**src/rtl/scpad_pkg.sv**
```systemverilog
// Scratchpad shared types plus the DRAM write-beat types used by the drain/latch paths.
package scpad_pkg;
  localparam int SCPAD_DATA_W  = 512;
  localparam int SCPAD_ELEM_W  = 16;
  localparam int MASK_W        = SCPAD_DATA_W / SCPAD_ELEM_W;
  localparam int DRAM_BEAT_W   = 64;
  localparam int BEATS_PER_ROW = 8;

  typedef logic [SCPAD_DATA_W-1:0] scpad_data_t;
  typedef logic [MASK_W-1:0]       mask_t;
  typedef logic [DRAM_BEAT_W-1:0]  dram_beat_t;
  typedef logic [7:0]              dram_strb_t;
  typedef logic [2:0]              beat_idx_t;

  typedef enum logic {IDLE = 1'b0, SEND = 1'b1} drain_state_t;

  // Each 16-bit element covers two bytes, so one mask bit drives a strobe pair.
  function automatic dram_strb_t mask_to_strb(mask_t m, beat_idx_t idx);
    dram_strb_t s;
    s = '0;
    for (int k = 0; k < 4; k++)
      s[2*k +: 2] = {2{m[4*int'(idx) + k]}};
    return s;
  endfunction
endpackage

```
**src/rtl/sram_read_drain.sv**
```systemverilog
// Serializes one 512-bit scratchpad row into 1-8 ordered 64-bit DRAM write beats.
// Optional SCPAD_DRAIN_PIPE_EN: accept the next row on the last-beat handshake (no bubble).
module sram_read_drain
  import scpad_pkg::*;
(
  input  logic        CLK,
  input  logic        RST,
  input  logic        sram_rd_valid,
  output logic        sram_rd_ready,
  input  scpad_data_t sram_rd_data,
  input  mask_t       sram_rd_mask,
  input  logic [7:0]  dram_id,
  input  logic [2:0]  num_request,
  output logic        dram_wr_valid,
  input  logic        dram_wr_ready,
  output dram_beat_t  dram_wr_data,
  output dram_strb_t  dram_wr_strb,
  output logic [7:0]  dram_wr_id,
  output logic        dram_wr_last,
  output logic        busy
);
  drain_state_t state;
  beat_idx_t    beat_idx, nreq_q;
  scpad_data_t  row_q;
  mask_t        mask_q;
  logic         load;
  beat_idx_t    beat_nxt;

`ifdef SCPAD_DRAIN_PIPE_EN
  assign sram_rd_ready = (state == IDLE) | ((state == SEND) & dram_wr_last & dram_wr_ready);
`else
  assign sram_rd_ready = (state == IDLE);
`endif

  assign load     = sram_rd_valid & sram_rd_ready;
  assign beat_nxt = beat_idx + 3'd1;

  always_ff @(posedge CLK or posedge RST) begin
    if (RST) begin
      state         <= IDLE;
      beat_idx      <= '0;
      nreq_q        <= '0;
      row_q         <= '0;
      mask_q        <= '0;
      dram_wr_valid <= 1'b0;
      dram_wr_data  <= '0;
      dram_wr_strb  <= '0;
      dram_wr_id    <= '0;
      dram_wr_last  <= 1'b0;
      busy          <= 1'b0;
    end else if (load) begin
      // Beat 0 is presented straight from the incoming row so it is valid next cycle.
      state         <= SEND;
      beat_idx      <= '0;
      nreq_q        <= num_request;
      row_q         <= sram_rd_data;
      mask_q        <= sram_rd_mask;
      dram_wr_valid <= 1'b1;
      dram_wr_data  <= sram_rd_data[DRAM_BEAT_W-1:0];
      dram_wr_strb  <= mask_to_strb(sram_rd_mask, 3'd0);
      dram_wr_id    <= dram_id;
      dram_wr_last  <= (num_request == 3'd0);
      busy          <= 1'b1;
    end else if (state == SEND && dram_wr_ready) begin
      if (dram_wr_last) begin
        state         <= IDLE;
        dram_wr_valid <= 1'b0;
        dram_wr_last  <= 1'b0;
        busy          <= 1'b0;
      end else begin
        beat_idx     <= beat_nxt;
        dram_wr_data <= row_q[int'(beat_nxt)*DRAM_BEAT_W +: DRAM_BEAT_W];
        dram_wr_strb <= mask_to_strb(mask_q, beat_nxt);
        dram_wr_last <= (beat_nxt == nreq_q);
      end
    end
  end
endmodule
```
**config.mk**
```make
export PLATFORM = sky130hd
export DESIGN_NAME = sram_read_drain
export DESIGN_NICKNAME = d
export VERILOG_FILES = /design/src/rtl/scpad_pkg.sv /design/src/rtl/sram_read_drain.sv
export SDC_FILE = /design/constraint.sdc
export NUM_CORES = 2
export LEC_CHECK = 0
export ABC_AREA = 1
export ABC_CLOCK_PERIOD_IN_PS = 27100
export CAP_MARGIN = 20
export CORE_AREA = 2 2 352 354
export DETAILED_ROUTE_END_ITERATION = 12
export DIE_AREA = 0 0 354 356
export HOLD_SLACK_MARGIN = 0.12
export PLACE_DENSITY = 0.41
export SYNTH_ARGS = -nofsm -noshare
export SYNTH_HDL_FRONTEND = slang
export SYNTH_SLANG_ARGS = --single-unit
```
**constraint.sdc**
```tcl
create_clock -name CLK -period 27.1 [get_ports CLK]
set_input_delay 5.42 -clock CLK [delete_from_list [all_inputs] [get_ports CLK]]
set_output_delay 5.42 -clock CLK [all_outputs]
set_load 0.05 [all_outputs]
```
==> impl_metrics.csv <==
group,metric,value,unit
yosys,synth-main-ff-cell,"dfrtp_1",
clocking,clock-sinks,628,
clocking,cts-resized-gates,0,
global_routing,antenna_found_initial,20,
yosys,synth_warnings,0,
clocking,clk_latency,0.65,ns
critical_path,critical_path.top_delay_family,"buffers and inverters",
global_routing,grt_pass1_wl,171000,um
clocking,clk_pin_slew_worst_paths,0.06,ns
power,power_leakage,0.0197,uW
critical_path,cp_common_cell,"buf_4",
critical_path,endpoint_kind,"async pin",
timing,fmax,111,MHz
min_path,min_path_type,"reg -> reg",
place,hpwlAfterDp,74400,um
clocking,post_cts.repair.setup_buffers,0,
place,numPortBuffers,642,
clocking,ctsLongestPathBuffers,3,
yosys,synth_nets,4636,
routing,vias_per_cell,4.20,
critical_path,startpoint,"RST",
timing,setup_viol,0,
critical_path,critPathArrivalTime,9.67,ns
global_routing,grt_max_degree,224,
yosys,syn_area,0.0304,mm^2
yosys,netlist_instances,4076,
finish,area_growth,33.7,%
critical_path,slowest_stage,"buf_4",
critical_path,crit_buf_inv,6,
clocking,cts_root_buffer,"clkbuf_16",
finish,nets,5145,
critical_path,crit_path_max_incr_delay,0.79,ns
power,ir_drop,82.4,uV
timing,clock_skew,0.0213,ns
die,rows,129,
critical_path,cp_max_fo,94,
timing,maxSlewViolCount,0,
finish,drive_above_1_share,4.32,%
die,chipWidth,354,um
yosys,synth_edf_count,0,
global_routing,overflow,0,
routing,drt-pass1-iter-count,7,
routing,drc,0,
run_status,status,"completed",
die,fp.dieArea,0.126,mm^2
timing,hold_viol,0,
die,io-pin-count,643,
timing,setup_tns,0,ns
min_path,hp-start,"dram_wr_id[6]",
global_routing,grt_pass1_vias,26900,
clocking,numCtsBuffers,80,
routing,ant_nets,0,
power,power.density,124,mW/mm^2
finish,final_common_cell,"nand2_1",
die,die_y,356,um
critical_path,critical_path.cell_chain,"clkdlybuf4s50_1 > inv_8 > buf_4 > buf_4 > buf_4 > buf_4",
job,drv_cap,0,
timing,setup_ws,18.10,ns
timing,rsz0062_at_grt,"no",
clocking,cts_tree,"built",
clocking,hold_buffers,0,
finish,final_core_util,33.1,%
yosys,ys_ff_latch,628,
critical_path,cp_data_required_time,27.76,ns
yosys,ys_seq_area_share,51.7,%
die,initial_core_util,24.8,%
clocking,cts.htree.levels,3,
routing,vias,26400,
routing,wl_per_cell,18.0,um
timing,slew_headroom,29.1,%
place,pre_cts_ws,17.15,ns
timing,worst_pin_slew,1.06,ns
yosys,synth_cell_types,25,
die,coreArea,0.123,mm^2
routing,first_iter_violations,1635,
global_routing,gr-usage-all-layers,17.7,%
timing,fin_crit_sh,33.2,%
critical_path,critPathLaunchType,"input port",
critical_path,r2r_start,"beat_idx[0]",
yosys,synth_area_per_cell,7.45,um^2
timing,period_minus_slack,9.00,ns
routing,drt_wl_total,113000,um
yosys,synth-async-reset-ratio,100,%
critical_path,crit_type,"in -> async",
finish,final_cell_mix,"nand2_1 (1,536), inv_1 (680), clkdlybuf4s50_1 (642)",
place,finalWeightedCongestion,0.765,
==> per-layer routing <==
layer	track usage [%]	up-vias	wire [um]
met5	0	-	157
met4	4.43	22	2480
met3	3.68	146	5510
met2	28.3	564	51600
met1	24.4	12400	53400
li1	-	13300	-
==> kinds of logic after synthesis <==
| kind of cell | after synthesis | share of synthesized area (%) |
|---|---|---|
| XOR/XNOR | 2 | 0.0577 |
| AO/OA/AOI/OAI | 555 | 9.17 |
| flip-flops | 628 | 51.7 |
| buffers and inverters | 935 | 12.8 |
| adder cells (fa/ha/maj) | 1 | 0.0412 |
| AND/OR/NAND/NOR | 1955 | 26.2 |
==> path summary, 6_finish.rpt <==
path	endpoint	slack [ns]	depth (start not counted)
max in group CLK	dram_wr_data[14]	18.67	11
worst max register to register	dram_wr_data[53]	23.39	10
min in group asynchronous	row_q[291]	5.30	2
worst min register to register	dram_wr_id[6]	0.49	2
worst min-delay path	dram_wr_id[6]	0.49	2
worst max-delay path	row_q[192]	18.10	6
==> flip-flops by register name, summed over array words and instances (netlist names) <==
name / count
row_q: 512
dram_wr_data: 64
mask_q: 32
dram_wr_id: 8
dram_wr_strb: 4
beat_idx: 3
nreq_q: 3
dram_wr_last: 1
state: 1
==> worst register-to-register path, cell delays in order (launching register included) <==
cell	delay (ns)
dfrtp_4	0.64
inv_8	0.44
buf_4	1.08
buf_4	0.76
nand2_1	0.12
nand3_1	0.21
nand2_1	0.09
nand2_1	0.09
nand3_1	0.09
nand2_1	0.06
inv_1	0.03
==> layout make-up <==
cell class                      count  area [um^2]
Antenna cell                        4         10.0
Clock buffer                      117         2340
Clock inverter                     28          339
Fill cell                       13300        82100
Inverter                          688         2600
Multi-Input combinational cell   2513        10800
Sequential cell                   628        15700
Tap cell                         1637         2050
Timing Repair Buffer              674         6730
==> Yosys cell counts (2+ instances only) <==
master    instances  area (um^2)
nand3_1         341         1710
buf_2           183          916
inv_2             7         26.3
nand2_2           2         12.5
or2_2            27          169
a21oi_1           3         15.0
buf_6            13          146
clkbuf_1         28          105
buf_1            10         37.5
dfrtp_1         628        15700
o21ai_0         548         2740
nor2_1            5         18.8
nand2_1        1536         5770
inv_1           681         2560
buf_4            13         97.6
xnor2_1           2         17.5
nor2_4            2         22.5
or2_0            40          250
==> report_power, final <==
group | switching (uW) | internal, uW
clock | 445 | 659
combinational | 1630 | 759
sequential | 145 | 1390
==> metrics by stage <==
step | cell area, um^2 | hold slack, ns | cells | power (uW)
2_1_floorplan | 30400 | 0.444 | 4076 | 3210
3_3_place_gp | 37900 | 0.467 | 6140 | 3980
3_5_place_dp | 37900 | 0.465 | 6140 | 3990
4_1_cts | 40600 | 0.489 | 6285 | 5140
5_1_grt | 40600 | 0.500 | 6289 | 5490
6_report | 40600 | 0.488 | 6289 | 5030
(Power assumes the default switching activity.)
